==> config.mk <==
export PLATFORM = sky130hd
export DESIGN_NAME = crono_ctrl
export DESIGN_NICKNAME = d
export VERILOG_FILES = /design/src/rtl/crono_pkg.sv /design/src/rtl/crono_ctrl_bcd_digit.sv /design/src/rtl/crono_ctrl.sv
export SDC_FILE = /design/constraint.sdc
export NUM_CORES = 1
export LEC_CHECK = 0
export BUFFER_PORTS_ARGS = -buffer_cell sky130_fd_sc_hd__buf_2
export CORE_ASPECT_RATIO = 0.7
export CORE_UTILIZATION = 60
export CTS_CLUSTER_SIZE = 14
export DETAILED_ROUTE_END_ITERATION = 8
export PLACE_DENSITY = 0.92
export SETUP_SLACK_MARGIN = 0.05
export SYNTH_ARGS = -nofsm -noshare
export SYNTH_HDL_FRONTEND = slang
export SYNTH_SLANG_ARGS = --single-unit
==> constraint.sdc <==
create_clock -name clk -period 5.4 [get_ports clk]
set_input_delay 0.81 -clock clk [delete_from_list [all_inputs] [get_ports clk]]
set_output_delay 0.81 -clock clk [all_outputs]
set_load 0.02 [all_outputs]
==> src/rtl/crono_pkg.sv <==
// crono_pkg: shared types and digit limits for the stopwatch sequencer
package crono_pkg;
    typedef logic [3:0]      bcd_t;
    typedef logic [7:0][3:0] time_t;
    typedef enum logic [1:0] {IDLE, RUN, PAUSE, LAP} state_t;
    localparam bcd_t UNIT_MAX      = 4'd9;
    localparam bcd_t SIXTY_TENS    = 4'd5;
    localparam bcd_t HOUR_TENS_MAX = 4'd9;
endpackage

==> src/rtl/crono_ctrl_bcd_digit.sv <==
// bcd_digit: one BCD digit of the time counter carry chain
module bcd_digit
    import crono_pkg::*;
#(
    parameter bcd_t MAX = 4'd9
) (
    input  logic clk,
    input  logic rst_n,
    input  logic inc,
    input  logic clr,
    output bcd_t q,
    output logic carry
);
    assign carry = inc && q == MAX;

    // advance on inc, wrapping to 0 after MAX; clr wins
    always_ff @(posedge clk or negedge rst_n)
        if (!rst_n) q <= '0;
        else if (clr) q <= '0;
        else if (inc) q <= carry ? '0 : q + 4'd1;
endmodule

==> src/rtl/crono_ctrl.sv <==
// crono_ctrl: stopwatch sequencer (HH:MM:SS.cc); define CRONO_LAP_EN to build the lap-freeze feature
module crono_ctrl
    import crono_pkg::*;
#(
    parameter int CLK_HZ  = 100_000_000,
    parameter int TICK_HZ = 100
) (
    input  logic  clk,
    input  logic  rst_n,
    input  logic  start_stop,
    input  logic  lap_clear,
    output time_t value,
    output logic  running,
    output logic  lap_active,
    output logic  overflow
);
    localparam int DIV = CLK_HZ / TICK_HZ;
    localparam int PW  = $clog2(DIV);

    state_t        state, state_nx;
    logic [PW-1:0] pre;
    logic          counting, tick, clr;
    logic [8:0]    inc;
    time_t         cnt;

    assign counting = state == RUN || state == LAP;
    assign tick     = counting && pre == PW'(DIV - 1);
    assign clr      = state_nx == IDLE;
    assign inc[0]   = tick;

    // next state; start_stop wins over lap_clear in the same cycle
    always_comb begin
        state_nx = state;
        case (state)
            IDLE:    state_nx = start_stop ? RUN : IDLE;
`ifdef CRONO_LAP_EN
            RUN:     state_nx = start_stop ? PAUSE : lap_clear ? LAP : RUN;
            LAP:     state_nx = start_stop ? PAUSE : LAP;
`else
            RUN:     state_nx = start_stop ? PAUSE : RUN;
`endif
            PAUSE:   state_nx = start_stop ? RUN : lap_clear ? IDLE : PAUSE;
            default: state_nx = IDLE;
        endcase
    end

    // state register with decodes of the next state and the sticky wrap flag
    always_ff @(posedge clk or negedge rst_n)
        if (!rst_n) begin
            state    <= IDLE;
            running  <= 1'b0;
            overflow <= 1'b0;
        end else begin
            state    <= state_nx;
            running  <= state_nx == RUN || state_nx == LAP;
            overflow <= clr ? 1'b0 : overflow | inc[8];
        end

    // prescaler: counts while running, holds in PAUSE, clears toward IDLE
    always_ff @(posedge clk or negedge rst_n)
        if (!rst_n) pre <= '0;
        else if (clr) pre <= '0;
        else if (counting) pre <= tick ? '0 : pre + 1'b1;

    for (genvar i = 0; i < 8; i++) begin : g_dig
        bcd_digit #(
            .MAX(i == 3 || i == 5 ? SIXTY_TENS : i == 7 ? HOUR_TENS_MAX : UNIT_MAX)
        ) u_dig (
            .clk  (clk),
            .rst_n(rst_n),
            .inc  (inc[i]),
            .clr  (clr),
            .q    (cnt[i]),
            .carry(inc[i+1])
        );
    end

`ifdef CRONO_LAP_EN
    time_t lap;

    // lap capture takes the pre-increment count; display shows lap while in LAP
    always_ff @(posedge clk or negedge rst_n)
        if (!rst_n) begin
            lap        <= '0;
            lap_active <= 1'b0;
            value      <= '0;
        end else begin
            if (counting && lap_clear && !start_stop) lap <= cnt;
            lap_active <= state_nx == LAP;
            value      <= state == LAP ? lap : cnt;
        end
`else
    assign lap_active = 1'b0;

    // display always follows the live count
    always_ff @(posedge clk or negedge rst_n)
        if (!rst_n) value <= '0;
        else value <= cnt;
`endif
endmodule

## Yosys cells after proc, flatten, opt, wreduce, memory -nomap -nowiden

Index checks and enable logic that the tools add are counted.
Widths: inputs -> output; s select.

| storage, ports and cells | value |
|---|---|
| register bits after elaboration | 88 |
| latch bits | 0 |
| bits in writable memories | 0 |
| ROM bits | 0 |
| bits of input ports | 4 |
| output and inout bits | 35 |
| memories | 0 |

| cells by class | value |
|---|---|
| add/subtract/negate cells | 9 |
| $mul | 0 |
| divide/modulo/power cells | 0 |
| $lt $le $gt $ge | 0 |
| equality and inequality tests | 14 |
| shift-type cells | 0 |
| mux-type cells | 33 |
| bitwise logic cells | 1 |
| reduce and logical (&&, ||, !) cells | 22 |

Operators by type and width:

| cell | number |
|---|---|
| $mux 4 | 24 |
| $mux 20 | 3 |
| $add 4x1->4 const B | 8 |
| $eq 4x4->1 const B | 6 |
| $add 20x1->20 const B | 1 |
| $eq 20x20->1 const B | 1 |
| $reduce_bool 2->1 | 9 |
| $logic_and 1x1->1 | 9 |
| $eq 4x3->1 const B | 2 |
| $eq 2x2->1 const B | 3 |
| $mux 2 | 3 |
| $pmux 2 s3 | 1 |
| $eq 2x1->1 const B | 2 |
| $logic_not 2->1 | 2 |
| $logic_or 1x1->1 | 2 |
| $mux 1 | 2 |
| $or 1x1->1 | 1 |

## Depth between registers and ports, before layout

| logic depth | value |
|---|---|
| depth after elaboration | 14 |
| depth in mapped cells | 8 |
| depth with buffers taken out | 7 |

## Modules after synthesis

From an unflattened synthesis, not the netlist that was laid out.

| unflattened totals | value |
|---|---|
| cells, all modules | 388 |
| area, all modules | 4071.4 um^2 |

Modules (own cells, without submodules):

| module | times used | cells each | area each (um^2) | sequential area each (um^2) |
|---|---|---|---|---|
| crono_ctrl | 1 | 182 | 2173.3 | 1401.3 |
| bcd_digit at g_dig[1].u_dig ... | 5 | 26 | 237.7 | 100.1 |
| bcd_digit at g_dig[3].u_dig ... | 2 | 25 | 234.0 | 100.1 |
| bcd_digit at g_dig[0].u_dig | 1 | 26 | 241.5 | 100.1 |

## Worst setup path after synthesis

No wires, ideal clock.

| timing path | value |
|---|---|
| path kind | register to register |
| start point | register, netlist name running |
| end point | register g_dig[2].u_dig.q[1] |
| setup time | 0.078 ns |
| data arrival time | 2.204 ns |
| path slack | 3.118 ns |
| stages on the path, launching flop included | 7 |
| path buffers | 1 |
| period minus slack after synthesis | 2.282 ns |
| cells stage by stage | dfrtp_1 > buf_4 > or4b_4 > nor3_4 > nand4_2 > or3_2 > a21oi_1 |

RTL lines:

| element | line | source |
|---|---|---|
| to (signal assigned) | crono_ctrl_bcd_digit.sv:20 | `else if (inc) q <= carry ? '0 : q + 4'd1;` |
| to (decl) | crono_ctrl_bcd_digit.sv:11 | `output bcd_t q,` |

## Worst setup path in the final report

| timing path | value |
|---|---|
| start point | register g_dig[3].u_dig.q[1] |
| end point | register g_dig[7].u_dig.q[3] |

| on the way | value |
|---|---|
| longest elaborated chain between the ends | 9 |
| elaborated cells on any way between the ends | 10 |

RTL lines:

| element | line | source |
|---|---|---|
| from (decl) | crono_ctrl_bcd_digit.sv:11 |  |
| from (signal assigned) | crono_ctrl_bcd_digit.sv:20 |  |
| $eq 4x3->1 * | crono_ctrl_bcd_digit.sv:14 | `assign carry = inc && q == MAX;` |
| $logic_and 1x1->1 * (4 in a row) | crono_ctrl_bcd_digit.sv:14 |  |
| $logic_and 1x1->1 | crono_ctrl_bcd_digit.sv:14 |  |
| $mux 4 (2 in a row) | crono_ctrl_bcd_digit.sv:20 |  |
| $mux 4 | crono_ctrl_bcd_digit.sv:19 | `else if (clr) q <= '0;` |
| to (signal assigned) | crono_ctrl_bcd_digit.sv:20 |  |
| to (decl) | crono_ctrl_bcd_digit.sv:11 |  |

Mark *: on every way between the ends. The rest lies on a longest branch, timed or not. The select of a mux whose other input is x is not followed.
A chain may end at the register's enable or synchronous reset.

==> impl_summary.md <==
Critical path
The end of the worst register-to-register path is g_dig[7].u_dig.q[3]. The number of buffer and inverter stages on the critical path is 1. The startpoint of the worst register-to-register path is g_dig[3].u_dig.q[1]. The critical path's largest stage delay is 0.69 ns. The slack of the worst reg-to-reg path is 2.69 ns.

Of all nets on the critical path, the largest fanout is 8. The kind of launch point of the worst setup path is a register. The cell with the largest stage delay on the worst path is nor3_1. The family of cells with the greatest summed delay on the critical path is simple AND/OR/NAND/NOR gates. The depth of the most critical reg-to-reg path is 7. At the worst endpoint, the arrival time is 3.01 ns. The classification of the worst setup path is register to register.

The critical path goes through inv_1 -> ha_1 -> nand3b_1 -> nor3_1 -> nand2_1 -> or4_1 -> a21oi_1. At the worst endpoint, the required time is 5.70 ns. The worst setup path is captured at a register.

Detailed routing
The number of vias per cell after detailed routing is 5.86. The highest metal layer carrying signal wires in the routed design is met4. The total routed wire length on the met1 layer is 3710 um. The routed design uses 468 um of met3 wire. The via count is 2987. The pre-antenna-repair detailed-routing pass consisted of 5 iterations. In the routed design, unresolved DRC markers number 0. The final wirelength is between 7000 and 8000 um. The routed wire length per instance is 15.6 um.

The met2 routed wirelength is 3660 um. The first-iteration detailed-routing DRC count is 292. The residual antenna-violating net count after detailed routing is 0.

Min path
The worst hold path startpoint is g_dig[2].u_dig.q[3]. Counting instances, the worst hold path has a depth of 0. The tightest min-delay check is of the register to register type.

The worst hold endpoint is value[11].

CTS
The clock tree root buffer cell is clkbuf_8. Clock latency on the worst-skew pair, taken at its later pin, is 0.37 ns. The number of setup buffers added after CTS is 0. TritonCTS built the clock tree.

The deepest level of the CTS H-tree is 3. The number of buffers on the longest clock path is 2. The total CTS buffers is 9. For this design, the sink count on the clock tree is 87.

Hold repair after CTS inserted 0 buffers. After clock tree synthesis, the clock-pin slew on the worst setup and hold paths is 0.09 ns. The post-CTS resize count is 0.

Floorplan
The die is 100 um wide. The core region is 6370 sq um. The number of placement rows is 24. For this configuration, the core starts out at a cell density of 63.3%.

The die is 70.6 um tall. The die outline area is about 7100 sq um. The number of top-level pins is 39.

Timing
Setup repair after global routing left no endpoint under its margin. Setup slack on the critical path of the routed design comes to around 2.7 ns. The final critical-path share of the clock period is around half. The transition at the pin with the smallest max-transition slack is 1.25 ns.

The shortest clock period the worst path allows after layout is about 2.7 ns. Timing would allow up to 369 MHz. The worst clock skew is 0.00857 ns. Hold is met by 0.436 ns. The total setup violations reported at the end of the flow is 0. After routing, the total negative slack on setup checks comes to 0 ns. The max-slew violation count is 0. The number of failing hold endpoints at the final stage was 0. The worst pin sits at a relative slew slack of around 15%.

Layout
The number of inserted diodes is 0. The area of all placed cells without fillers is 4500 sq um. After the last flow step, the layout net total stands at 435. In the final layout, the share of cells above drive strength 1 is approximately 17%.

Compared with the post-synthesis result, the final layout area differs by 11.7%.

Place
Prior to clock tree synthesis, the placed netlist has a worst setup slack of around 2.7 ns. The last weighted congestion value of the routability-driven placer is 0.798. In this run the cell area measured after placement is 4290 sq um. The count of buffers from port buffering is 37. The half-perimeter wire length of the detailed placement result is between 5000 and 6000 um.

Logic synthesis
In this run, distinct cell masters in the synthesized netlist total 49. In the synthesized netlist the dominant register cell turns out to be dfrtp_1. The synthesized area per cell is 10.7 sq um. dfrtp_1 takes more of the synthesized area than any other cell.

The Yosys step of the flow raised 0 warnings. In the synthesized netlist, the number of instances is 377. The fraction of synthesized cell area taken by the top area cell type is 54.0%.

The total of flip-flops plus latches after synthesis is 87. The cell area after synthesis is 4030 sq um. Ranked by total cell area, the synthesized netlist is headed by dfrtp_1 54%, ha_1 5.3%, nor2_1 3.9%. The async set or reset register ratio after synthesis is between 90% and 100%. Sequential elements use 54.0% of the synthesized area. The number of flops mapped to enable cells by yosys is 0.

When the netlist entered floorplanning its net count stood at 398.

GRT
The first-pass GRT wire length is 13300 um. The number of global-route vias before repair is between 2000 and 3000. In the global route stage, overall resource usage came out at about a quarter.

The number of antenna violations at the first check in global routing is 0. The maximum number of pins on one net before global-route repair is 88. The remaining global-route overflow is 0.

Power
Power spread over the standard cell area amounts to between 200 and 300 nW/um^2. Power comes to 1.25 mW. IR analysis of the VDD net gives a maximum drop of 0.000213 V. Summed over all cells, the static leakage comes to 2.12 nW.

Job
The number of max-cap violations is 0.

Run status
The flow ran to the end, and the final reports show no timing, DRC or antenna violations.
[state kept, by name, summed over array words and instances, names as in the netlist]
signal and flops:
value 32, g_dig.u_dig.q 32, running 1, pre 20, state 1, overflow 1
[power by group]
group	switching (mW)	total, mW	internal, mW
Clock	0.240	0.483	0.243
Sequential	0.0126	0.673	0.660
Combinational	0.0723	0.0975	0.0252
[placed cells by master (no fill, tap or decap), drive strengths merged, types with 2 or more instances in the layout]
cell type,n
nor2b,5
or3,10
nor3,10
and2,5
o21ai,15
or2,4
o21bai,2
or4,8
xor2,11
nand2b,3
mux2i,10
ha,17
nand3,20
nand3b,7
xnor2,8
and4,3
inv,15
clkbuf,11
buf,38
a21oi,22
nand2,22
and3b,3
dfrtp,87
nand4,13
o31ai,3
or4b,2
nor4,6
nand4b,4
nor2,43
[Yosys cell counts (3+ instances only)]
cell type  number
inv_1          13
or3_1           9
nor4_1          4
a21oi_1        22
nand2_1        21
ha_1           17
nand2b_1        3
nand3b_1        7
nand3_1        20
nor2b_1         5
dfrtp_1        87
and3b_1         3
nor3_1          9
nand4b_1        4
o31ai_1         3
o21ai_0        15
or2_2           4
or4_1           8
clkbuf_1        8
nor2_1         42
and2_1          4
mux2i_1        10
nand4_1        11
xor2_1         11
xnor2_1         8
[worst max-delay path by stage]
stage                        start             endpoint  cells past startpoint
2_1_floorplan              running  g_dig[2].u_dig.q[1]                      6
3_3_place_gp            start_stop              pre[19]                      6
3_5_place_dp            start_stop              pre[17]                      6
4_1_cts        g_dig[3].u_dig.q[1]  g_dig[7].u_dig.q[3]                      7
5_1_grt        g_dig[3].u_dig.q[1]  g_dig[7].u_dig.q[3]                      7
6_report       g_dig[3].u_dig.q[1]  g_dig[7].u_dig.q[3]                      7
[cells by family (layout without fill, tap and decap cells)]
| family | Yosys count | after routing | synth area share (%) |
|---|---|---|---|
| other | 1 | 1 | 0.0930 |
| DFF | 87 | 87 | 54.0 |
| and+or+nand+nor | 171 | 171 | 24.9 |
| muxes | 10 | 10 | 2.48 |
| AOI/OAI and AO/OA | 47 | 47 | 6.55 |
| xor gates and xnor gates | 19 | 19 | 4.13 |
| buffers and inverters | 25 | 67 | 2.54 |
| adders and majority gates | 17 | 17 | 5.27 |
[per-layer routing]
metal | global-route usage (%) | up-vias
met5 | 0 | -
met4 | 7.57 | 0
met3 | 8.30 | 14
met2 | 37.0 | 105
met1 | 35.3 | 1469
li1 | - | 1399
[worst reg2reg max path: cells and delay by family (launching register included)]
kind	cells	cell delay, ns
AOI/OAI and AO/OA	1	0.15
adders and majority gates	1	0.16
buffers and inverters	1	0.09
DFF	1	0.44
and+or+nand+nor	4	1.79
[area by class of cell]
class                      count  area (sq um)
tap                           91           114
clock buffer                  11           151
sequential                    87          2180
multi-input combinational    265          1750
clock inverter                 5          63.8
fill                         468          1860
inverter                      13          48.8
timing repair buffer          38           195
[per-stage QoR]
| stage | cells | util (%) |
|---|---|---|
| 2_1_floorplan | 377 | - |
| 3_3_place_gp | 494 | 67.4 |
| 3_5_place_dp | 494 | 67.4 |
| 4_1_cts | 510 | 70.7 |
| 5_1_grt | 510 | 70.7 |
| 6_report | 510 | 70.7 |
Note: power is estimated with default switching activity, not from simulation.
